===== src/rtl/timetag_sampler_if.sv =====
// timetag_sampler_if
//   Record hand-off between the time-tag sampler and the downstream
//   byte serializer.
//
//   sample      48  head-of-FIFO record, valid while sample_rdy is high
//   sample_rdy   1  record FIFO is non-empty
//   sample_ack   1  single-cycle pulse from the consumer; pops the head
//
//   master: sampler side (drives sample / sample_rdy)
//   slave : serializer side (drives sample_ack)
interface timetag_sampler_if;
    logic [47:0] sample;
    logic        sample_rdy;
    logic        sample_ack;

    modport master (output sample, output sample_rdy, input sample_ack);
    modport slave  (input sample, input sample_rdy, output sample_ack);
endinterface


===== src/rtl/timetag_sampler.sv =====
// timetag_sampler
//   Time-tags rising edges on four asynchronous detector strobes against a
//   free-running 36-bit counter and queues 48-bit records in a small FIFO.
//   Counter wrap-around is also recorded so the consumer can extend time.
//
//   Record: [47] wrap, [46] lost, [45:42] channel mask, [41:36] zero,
//           [35:0] timestamp.
//
//   Ports
//     clk         sole clock, rising edge
//     reset       synchronous, active-high
//     capture_en  counter runs and strobes are recorded while high
//     strobe_in   4 detector strobes, asynchronous to clk
//     smp         record hand-off (sample / sample_rdy / sample_ack)
//     lost_count  saturating count of records dropped on a full FIFO
module timetag_sampler #(
    parameter int FIFO_ABITS = 3,
    parameter int TS_WIDTH   = 36
) (
    input  logic                     clk,
    input  logic                     reset,
    input  logic                     capture_en,
    input  logic [3:0]               strobe_in,
    timetag_sampler_if.master        smp,
    output logic [15:0]              lost_count
);

    localparam int                DEPTH      = 1 << FIFO_ABITS;
    localparam logic [FIFO_ABITS:0] FULL_COUNT = (FIFO_ABITS + 1)'(DEPTH);

    // Strobe synchronizers, edge reference and registered edge vector.
    logic [3:0] sync1, sync2, sync3;
    logic [3:0] edge_r;

    logic [TS_WIDTH-1:0] ts, ts_next;

    logic [47:0]           mem [DEPTH];
    logic [FIFO_ABITS-1:0] wr_ptr, rd_ptr;
    logic [FIFO_ABITS:0]   count;
    logic                  lost_pending;

    logic        ts_max, push_req, push_ok, drop, pop, empty, full;
    logic [47:0] record;

    assign ts_max   = &ts;
    assign empty    = (count == '0);
    assign full     = (count == FULL_COUNT);
    assign pop      = smp.sample_ack & ~empty;
    // Strobe edges and the wrap marker share one record per cycle.
    assign push_req = capture_en & ((|edge_r) | ts_max);
    // A pop in the same cycle frees the slot, so a full FIFO still accepts.
    assign push_ok  = push_req & (~full | pop);
    assign drop     = push_req & full & ~pop;
    // When wrap is set ts is all-ones, so the timestamp field needs no mux.
    assign record   = {capture_en & ts_max, lost_pending, edge_r,
                       {(42 - TS_WIDTH){1'b0}}, ts};

    always_comb begin
        // NOTE: the default assignment comes first so that no path through
        // the block leaves ts_next unassigned, which would infer a latch.
        ts_next = ts;
        if (capture_en) begin
            ts_next = ts + 1'b1;
        end
    end

    always_ff @(posedge clk) begin
        // NOTE: state registers use non-blocking assignments so every flop
        // samples the pre-edge values, which the synchronizer chain relies on.
        if (reset) begin
            sync1        <= '0;
            sync2        <= '0;
            sync3        <= '0;
            edge_r       <= '0;
            ts           <= '0;
            wr_ptr       <= '0;
            rd_ptr       <= '0;
            count        <= '0;
            lost_pending <= 1'b0;
            lost_count   <= '0;
        end else begin
            sync1  <= strobe_in;
            sync2  <= sync1;
            sync3  <= sync2;
            // Registered so a strobe first sampled at edge N pushes at N+3.
            edge_r <= sync2 & ~sync3;

            ts <= ts_next;

            if (push_ok) begin
                wr_ptr       <= wr_ptr + 1'b1;
                lost_pending <= 1'b0;
            end
            if (pop) begin
                rd_ptr <= rd_ptr + 1'b1;
            end

            case ({push_ok, pop})
                2'b10:   count <= count + 1'b1;
                2'b01:   count <= count - 1'b1;
                default: count <= count;
            endcase

            if (drop) begin
                lost_pending <= 1'b1;
                if (lost_count != 16'hFFFF) begin
                    lost_count <= lost_count + 1'b1;
                end
            end
        end
    end

    // NOTE: record storage is deliberately not reset; the pointers and count
    // are, and sample is forced to zero while empty so stale entries never
    // reach the output.
    always_ff @(posedge clk) begin
        if (!reset && push_ok) begin
            mem[wr_ptr] <= record;
        end
    end

    assign smp.sample_rdy = ~empty;
    assign smp.sample     = empty ? 48'h0 : mem[rd_ptr];

endmodule

===== src/flat_wrapper.sv =====
// flat-port wrapper written by rule: the top's interface ports become plain ports
module timetag_sampler_flat 
#(
    parameter int FIFO_ABITS = 3,
    parameter int TS_WIDTH   = 36
)
  (clk, reset, capture_en, strobe_in, lost_count, smp_sample, smp_sample_rdy, smp_sample_ack);
  timetag_sampler_if smp_i ();
  input  logic clk;
  input  logic reset;
  input  logic capture_en;
  input  logic [3:0] strobe_in;
  output logic [15:0] lost_count;
  output wire logic [$bits(smp_i.sample)-1:0] smp_sample;
  output wire logic [$bits(smp_i.sample_rdy)-1:0] smp_sample_rdy;
  input wire logic [$bits(smp_i.sample_ack)-1:0] smp_sample_ack;
  assign smp_sample = smp_i.sample;
  assign smp_sample_rdy = smp_i.sample_rdy;
  assign smp_i.sample_ack = smp_sample_ack;
  timetag_sampler #(.FIFO_ABITS(FIFO_ABITS), .TS_WIDTH(TS_WIDTH)) u_core (.clk(clk), .reset(reset), .capture_en(capture_en), .strobe_in(strobe_in), .smp(smp_i), .lost_count(lost_count));
endmodule

===== config.mk =====
export PLATFORM = sky130hd
export DESIGN_NAME = timetag_sampler_flat
export DESIGN_NICKNAME = d
export VERILOG_FILES = /design/src/rtl/timetag_sampler_if.sv /design/src/rtl/timetag_sampler.sv /design/src/flat_wrapper.sv
export SDC_FILE = /design/constraint.sdc
export NUM_CORES = 1
export LEC_CHECK = 0
export CORE_ASPECT_RATIO = 0.5
export CORE_UTILIZATION = 30
export CTS_BUF_LIST = sky130_fd_sc_hd__clkbuf_4
export DETAILED_ROUTE_END_ITERATION = 6
export DONT_BUFFER_PORTS = 1
export SLEW_MARGIN = 25
export SYNTH_ARGS = -nofsm -noshare
export SYNTH_HDL_FRONTEND = slang
export SYNTH_SLANG_ARGS = --single-unit

===== constraint.sdc =====
create_clock -name clk -period 7.5 [get_ports clk]
set_input_delay 0.75 -clock clk [delete_from_list [all_inputs] [get_ports clk]]
set_output_delay 0.75 -clock clk [all_outputs]
set_load 0.02 [all_outputs]

; Yosys cells after proc, flatten, opt, wreduce, memory -nomap -nowiden
; Memories as Yosys holds them, arrays and structs flattened. A register that Yosys moved wholly into a read port is not among the register bits.
; Index checks and enable logic that the tools add are counted.
[totals]
regBits = 79
latchBits = 0
mem_bits_rw = 336
mem_bits_ro = 0
input_bits = 8
out_inout_bits = 65
wordCells = 50
memories = 1
[classes]
n_addsub = 6
mul = 0
n_div = 0
n_lt_le_gt_ge = 0
n_eq_ne = 4
shifts = 0
n_mux = 8
bitwise_logic = 13
n_reduce_logical = 8
[memory_table]
columns = memory, words, width, rd, rd_ports_with_merged_regs, write_ports, line
row1 = u_core.mem, 8, 42, 1, 1, 1, timetag_sampler.sv:37  ; logic [47:0] mem [DEPTH];
[op_table]
columns = operator, count
row1 = $mux W48, 1
row2 = $add A36 B1 Y36 const B, 1
row3 = $reduce_and A36 Y1, 1
row4 = $add A16 B1 Y16 const B, 1
row5 = $ne A16 B16 Y1 const B, 1
row6 = $pmux W4 S2, 1
row7 = $add A3 B1 Y3 const B, 2
row8 = $and A1 B1 Y1, 6
row9 = $mux W3, 2
row10 = $add A4 B1 Y4 const B, 1
row11 = $and A4 B4 Y4, 1
row12 = $eq A4 B4 Y1 const B, 1
row13 = $logic_not A4 Y1, 1
row14 = $mux W1, 4
row15 = $not A4 Y4, 1
row16 = $reduce_bool A2 Y1, 2
row17 = $reduce_or A4 Y1, 1
row18 = $sub A4 B1 Y4 const B, 1
row19 = $not A1 Y1, 3
row20 = $eq A2 B1 Y1 const B, 1
row21 = $eq A2 B2 Y1 const B, 1
row22 = $or A1 B1 Y1, 2
row23 = $reduce_and A2 Y1, 1
row24 = $logic_and A1 B1 Y1, 1
row25 = $logic_not A1 Y1, 1

; Longest topological paths before layout
; Gate-level depths: netlist of the first run.
[logic_depth]
ltp_word = 8
mapped_depth = 13
ltp_nobuf = 12

; Least setup slack after synthesis of the first run
; Ideal clock, no wire load.
[synth_timing]
path_type = input to register
from = input port capture_en
to = memory u_core.mem[0][0] (netlist bit) (enable)
setup_time_ns = 0.494
arrival_ns = 4.998
required_ns = 7.006
path_slack_ns = 2.008
path_stages = 7
path_buffers = 1
path_cell_list = buf_4 and4_4 nand3_4 nor4_4 a21oi_1 or3_1 nor3_1
[synth_between]
elab_chain_len = 5
[synth_lines]
columns = item, line
row1 = "start, declared", flat_wrapper.sv:11  ; input logic capture_en;
row2 = $and A1 B1 Y1, timetag_sampler.sv:50  ; assign push_req = capture_en & ((|edge_r) | ts_max);
row3 = $and A1 B1 Y1, timetag_sampler.sv:52  ; assign push_ok = push_req & (~full | pop);
row4 = $logic_and A1 B1 Y1, timetag_sampler.sv:117  ; if (!reset && push_ok) begin
row5 = $mux W1, timetag_sampler.sv:117
row6 = $mux W1 (implied by the code), timetag_sampler.sv:118  ; mem[wr_ptr] <= record;
row7 = "end, declared", timetag_sampler.sv:37
; Every way passes these cells.

; Worst setup path after layout of the first run
[layout_timing]
from = register u_core.ts[28]
to = memory u_core.mem[1][26] (netlist bit) (enable)
[layout_between]
elab_chain_len = 7
[layout_lines]
columns = item, line
row1 = "start, declared", timetag_sampler.sv:35  ; logic [TS_WIDTH-1:0] ts, ts_next;
row2 = "start signal, assigned", timetag_sampler.sv:88  ; ts <= ts_next;
row3 = $reduce_and A36 Y1, timetag_sampler.sv:45  ; assign ts_max = &ts;
row4 = $or A1 B1 Y1, timetag_sampler.sv:50
row5 = $and A1 B1 Y1, timetag_sampler.sv:50
row6 = $and A1 B1 Y1, timetag_sampler.sv:52
row7 = $logic_and A1 B1 Y1, timetag_sampler.sv:117
row8 = $mux W1, timetag_sampler.sv:117
row9 = $mux W1 (implied by the code), timetag_sampler.sv:118
; Every way passes these cells.

==> flow_metrics.tcl, run 1 <==
set metrics [dict create \
    leakagePower_nw 6.00 \
    wl_per_cell_um 18.7 \
    antenna_left 0 \
    clk_path_buf_depth 3 \
    cts_root_buffer "clkbuf_4" \
    yosysTopAreaCellShare 0.617 \
    relSlewSlack 0.358 \
    grt_max_degree 84 \
    die_w_um 332 \
    area.growth.synth_to_final_pct 14.0 \
    cp_cell_sequence "nand4_1 -> or3_1 -> o21ai_1 -> nand3_1 -> nor3_2 -> buf_4" \
    crit_fanout 33 \
    arrival_ps 4510 \
    hpwl_um 18900 \
    power.density_nw_per_um2 291 \
    antenna_found_initial 1 \
    drc 0 \
    post_cts_buffers 0 \
    die_area_um2 55500 \
    synthFlopType "edfxtp_1" \
    finalMaxSlewViolations 0 \
    hold_viol_final 0 \
    crit_required_ps 7830 \
    critPathSlowestCell "nor3_2" \
    reg2reg_slack_ps 3320 \
    status "finished clean" \
    routed_wl_um 34100 \
    port_buffers 0 \
    rsz0062_at_grt "no" \
    hold_ws_ps 115 \
    synthArstFlopShare 0 \
    grt_pass1_wl_um 52300 \
    cts_sinks 418 \
    ys_warn_count 0 \
    drive_gt1_frac 0.268 \
    drv_cap 0 \
    die_y_um 167 \
    tightest_slew_ps 963 \
    max_stage_delay_ps 840 \
    num_rows 60 \
    dp_cells 1634 \
    htree_levels 3 \
    fin_worst_skew_ps 30.0 \
    finalNonFillerCells 1823 \
    yosys_register_bits 418 \
    timing.setup.tns_ps 0 \
    period_share 0.557 \
    drt_iter0_markers 652 \
    holdBufCountCts 0 \
    path_clk_slew_ps 60 \
    grt_overflow 0 \
    gp_congestion 0.730 \
    vias_per_cell 4.75 \
    core_area_um2 53800 \
    cp-end-kind "register" \
    synthTopCellsByCount "edfxtp_1, nor2_1, mux4_2" \
    vias 8667 \
    numCtsBuffers 100 \
    critPathKind "reg2reg" \
    syn_avg_cell_area_um2 17.2 \
    initial_core_util 0.304 \
    firstDrtPassIters 5 \
    ys_types 50 \
    grt_pass1_vias 9151 \
    setup_violations 0 \
    nets 1039 \
    hp-class "in2reg" \
    netlist_area_um2 16300 \
    synth_edf_count 336 \
    grt_util_all_layers 0.123 \
    ys_seq_area_frac 0.718 \
    synth_area_leader_cell "edfxtp_1" \
    startpoint_type "register" \
    cts_tree "built" \
    synth.area.top_cells "edfxtp_1, mux4_2, dfxtp_1, mux2i_1, nor2_1" \
    boundaryPins 73 \
    clock_latency_ps 720 \
    period_minus_slack_ps 4180 \
    cts_resized 0 \
    syn_inst 952 \
    synth_most_common_cell "edfxtp_1" \
    peakVddDrop_uv 184 \
    max_freq_ghz 0.239 \
]
## flip-flops by register name (all words and copies together), names as in the netlist, named ones only
signal,flops
u_core.count,4
u_core.mem,336
u_core.lost_count,16
u_core.sync2,4
u_core.wr_ptr,3
u_core.rd_ptr,3
u_core.sync1,4
u_core.edge_r,4
u_core.lost_pending,1
u_core.sync3,4
u_core.ts,36
## per-stage QoR
step | power, W | instance area [um^2] | utilization | setup WS (ps)
finish | 0.00542 | 18600 | 0.347 | 3320
global route | 0.00566 | 18600 | 0.347 | 3100
CTS | 0.00548 | 18600 | 0.346 | 2980
detailed placement | 0.00354 | 17200 | 0.320 | 3280
global placement | 0.00353 | 17200 | 0.320 | 3330
floorplan | 0.00335 | 16400 | - | 2010
## cell families after synthesis
kind of cell	count (synthesis)	synth area share
AOI/OAI and AO/OA	62	0.0223
muxes	131	0.145
adders and majority gates	7	0.00582
buffers and inverters	57	0.0156
xor gates and xnor gates	32	0.0171
DFF	418	0.718
other	1	0.000229
and+or+nand+nor	244	0.0764
## power breakdown
| part | switching [W] | leakage (nW) | total, W | internal (W) |
|---|---|---|---|---|
| combinational | 0.000643 | 1.23 | 0.000923 | 0.000280 |
| clock | 0.000852 | 0.841 | 0.00194 | 0.00109 |
| sequential | 0.0000496 | 3.93 | 0.00255 | 0.00250 |
## path summary, 6_finish.rpt
kind | start | endpoint | depth (start not counted)
hold reg to reg | u_core.sync3[2] | u_core.edge_r[2] | 1
hold / removal | reset | u_core.sync2[2] | 1
setup reg to reg | u_core.ts[28] | u_core.mem[1][26] | 6
setup / recovery | u_core.ts[28] | u_core.mem[1][26] | 6
## area by class of cell
class | instances | area, um^2
antenna | 1 | 2.50
timing repair buffer | 14 | 125
clock inverter | 16 | 118
inverter | 8 | 30.0
fill | 5060 | 35100
tap | 713 | 892
sequential | 418 | 11700
clock buffer | 171 | 1280
multi-input combinational | 482 | 4440
## per-layer routing
layer,track usage,up-vias,part of all wire
met4,0.0507,0,0.024
met2,0.213,210,0.50
met5,0,-,0
met3,0.0272,58,0.052
met1,0.149,4446,0.42
li1,-,3953,-
## worst max-delay path: cells and delay by family, from the launching register on
family	cells	cell delay, ps
buffers and inverters	1	640
and+or+nand+nor	4	2270
AOI/OAI and AO/OA	1	320
DFF	1	550
## layout by cell type (no fill, tap or decap), types with 17 or more instances in the layout
cell type,instances
a21oi_1,27
clkbuf_4,171
dfxtp_1,79
edfxtp_1,336
mux2i_1,44
mux4_2,84
nand2_1,28
nand3_1,23
nand4_1,17
nor2_1,91
nor2b_1,18
o21ai_0,18
or3_1,18
xor2_1,23
No activity file was read; power rests on OpenSTA's default activity.
==> run 2, diff against run 1 <==
- ABC_AREA: default -> 1
- clock period: 7.5 -> 3.4 ns (I/O delays scaled with it)
==> run 2 against run 1 <==
Compared with the run above: first-iteration DRC count is 28% higher; setup slack worse by 3200 ps; power grew to 2.6 times the previous value; final cell count is 35% higher; highest routed layer unchanged; global-route usage is 1.9 points higher; sequential power is 120% higher; area after synthesis is 3.7% higher; core utilization is 1.1 points higher; largest cell class unchanged.
==> flow_metrics.tcl, run 2 <==
set metrics [dict create \
    antenna_left 0 \
    port_buffers 0 \
    wl_per_cell_um 16.6 \
    period_minus_slack_ps 3230 \
    top_register "u_core.mem" \
    synth_area_leader_cell "edfxtp_1" \
    status "finished clean" \
    hpwl_um 22600 \
    syn_inst 1510 \
    cts_sinks 418 \
    cpMostUsedCell "o21ai_0" \
    synth_edf_count 336 \
    post_cts_buffers 0 \
    cp-end-kind "output pin" \
    cts_root_buffer "clkbuf_4" \
    die_area_um2 57500 \
    antenna_found_initial 2 \
    finalNonFillerCells 2465 \
    drive_gt1_frac 0.172 \
    yosys_register_bits 418 \
    crit_required_ps 3060 \
    clk_path_buf_depth 3 \
    boundaryPins 73 \
    drt_iter0_markers 835 \
    critPathKind "reg2out" \
    die_w_um 338 \
    cts_tree "built" \
    rr_startpoint "u_core.ts[0]" \
    numCtsBuffers 103 \
    core_area_um2 55600 \
    num_rows 61 \
    synth_most_common_cell "edfxtp_1" \
    ys_types 40 \
    drc 0 \
    initial_core_util 0.305 \
    leakagePower_nw 6.87 \
    max_freq_ghz 0.309 \
    nets 1637 \
    drv_cap 0 \
    vias_per_cell 4.69 \
    grt_overflow 0 \
    synthArstFlopShare 0 \
    dp_cells 2264 \
    clock_latency_ps 820 \
    fill_cells 5414 \
    htree_levels 3 \
    yosysTopAreaCellShare 0.595 \
    peakVddDrop_uv 316 \
    cpLargestDelayFamily "compound AO/OA/AOI/OAI gates" \
    grt_util_all_layers 0.142 \
    firstDrtPassIters 5 \
    setup_violations 0 \
    timing.setup.tns_ps 0 \
    arrival_ps 2890 \
    ff2ff_path_depth 12 \
    relSlewSlack 0.516 \
    rsz0062_at_grt "no" \
    synth.area.top_cells "edfxtp_1, dfxtp_1, nor2_1, o21ai_0, nand2_1" \
    grt_pass1_vias 11300 \
    crit_fanout 37 \
    cp_cell_sequence "buf_4 -> o21ai_0 -> o22ai_1 -> o21ai_0 -> a31oi_1" \
    hp-class "in2reg" \
    finalMaxSlewViolations 0 \
    startpoint_type "register" \
    power_w 0.0141 \
    grt_pass1_wl_um 63900 \
    r2r_end "u_core.mem[3][24]" \
    vias 11600 \
    netlist_area_um2 16900 \
    largestRegisters "u_core.mem (336), u_core.ts (36), u_core.lost_count (16)" \
    critPathSlowestCell "dfxtp_4" \
    critPathCapture "smp_sample[29]" \
    syn_avg_cell_area_um2 11.2 \
    cp_num_cells 5 \
    fin_worst_skew_ps 78.3 \
    path_clk_slew_ps 70 \
    power.density_nw_per_um2 708 \
    ys_warn_count 0 \
    area.growth.synth_to_final_pct 17.4 \
    final_cell_mix "edfxtp_1, nor2_1, o21ai_0" \
    place_area_um2 18400 \
    tightest_slew_ps 726 \
    die_y_um 170 \
    ys_seq_area_frac 0.692 \
    mostFrequentLayoutCell "edfxtp_1" \
    reg2reg_slack_ps 530 \
    routed_wl_um 41000 \
    synthFlopType "edfxtp_1" \
    largest_reg_flops 336 \
    period_share 0.950 \
    design_area_um2 19900 \
    grt_max_degree 85 \
    max_stage_delay_ps 670 \
    synthTopCellsByCount "edfxtp_1, nor2_1, o21ai_0" \
    gp_congestion 0.841 \
    crit_buf_inv 1 \
    hold_viol_final 0 \
]
[run 2: changes by cell type after synthesis, moves of 18 or more]
cell	delta
o21ai_0	+197
nand2_1	+68
mux2i_1	-44
nor3_1	+21
a31oi_1	+42
clkbuf_1	+38
inv_1	+54
mux4_2	-84
nor2_1	+237
o22ai_1	+42
nand3_1	+22
or3_1	-18
nor2b_1	-18
[run 2: what timing repair did]
action,CTS,global route
hold buffers,9,0
setup endpoints to repair,0,3
hold endpoints to repair,72,0
resized for setup,0,3
[run 2: logic make-up (layout without fill, tap and decap cells)]
| group | Yosys count | count (layout) | share of synthesized area |
|---|---|---|---|
| other | 1 | 7 | 0.000221 |
| adder cells (fa/ha/maj) | 7 | 7 | 0.00561 |
| buffers and inverters | 153 | 346 | 0.0379 |
| AO/OA/AOI/OAI | 364 | 364 | 0.115 |
| flip-flops | 418 | 418 | 0.692 |
| XOR/XNOR | 21 | 21 | 0.0109 |
| AND/OR/NAND/NOR | 546 | 546 | 0.138 |
[run 2: final cells by class]
class | instances | area [um^2] | area share
sequential | 418 | 11700 | 0.590
multi-input combinational | 944 | 4680 | 0.235
clock buffer | 158 | 1190 | 0.0596
tap | 756 | 946 | 0.0475
timing repair buffer | 89 | 871 | 0.0437
inverter | 66 | 253 | 0.0127
clock inverter | 33 | 229 | 0.0115
antenna | 1 | 2.50 | 0.000126
[run 2: through the flow]
step | worst slack [ps] | utilization | hold WS (ps)
after CTS | 85.4 | 0.357 | 22.8
after floorplan | -469 | - | 373
final | 168 | 0.358 | 95.7
after global placement | 597 | 0.330 | 377
after global routing | 6.28 | 0.358 | 61.4
after detailed placement | 546 | 0.330 | 382
[run 2: how the worst min path moves through the flow]
stage	from	end	slack, ps	depth (start not counted)
after floorplan	u_core.sync3[3]	u_core.edge_r[3]	370	1
after global placement	u_core.sync3[3]	u_core.edge_r[3]	380	1
after detailed placement	u_core.sync3[3]	u_core.edge_r[3]	380	1
after CTS	capture_en	u_core.wr_ptr[0]	20	4
after global routing	capture_en	u_core.wr_ptr[0]	60	4
final	capture_en	u_core.wr_ptr[0]	100	4
[run 2: power breakdown]
group / internal (W) / total (W) / switching [W] / leakage (nW)
logic: 0.00132 / 0.00408 / 0.00276 / 2.09
clock network: 0.00236 / 0.00434 / 0.00198 / 0.834
registers: 0.00554 / 0.00567 / 0.000127 / 3.95
[run 2: per-layer routing]
metal,GRT usage,vias to the layer above,wire length (um),share of wire
met5,0,-,0,0
met4,0.0516,0,714,0.017
met3,0.0337,61,2370,0.058
met2,0.239,294,19900,0.48
met1,0.179,5544,18000,0.44
li1,-,5668,-,-
[run 2: tightest hold or removal path, stage by stage]
cell and delay (ps):
nand2_1 220, nand2_4 80, nand2_2 120, a21oi_1 80
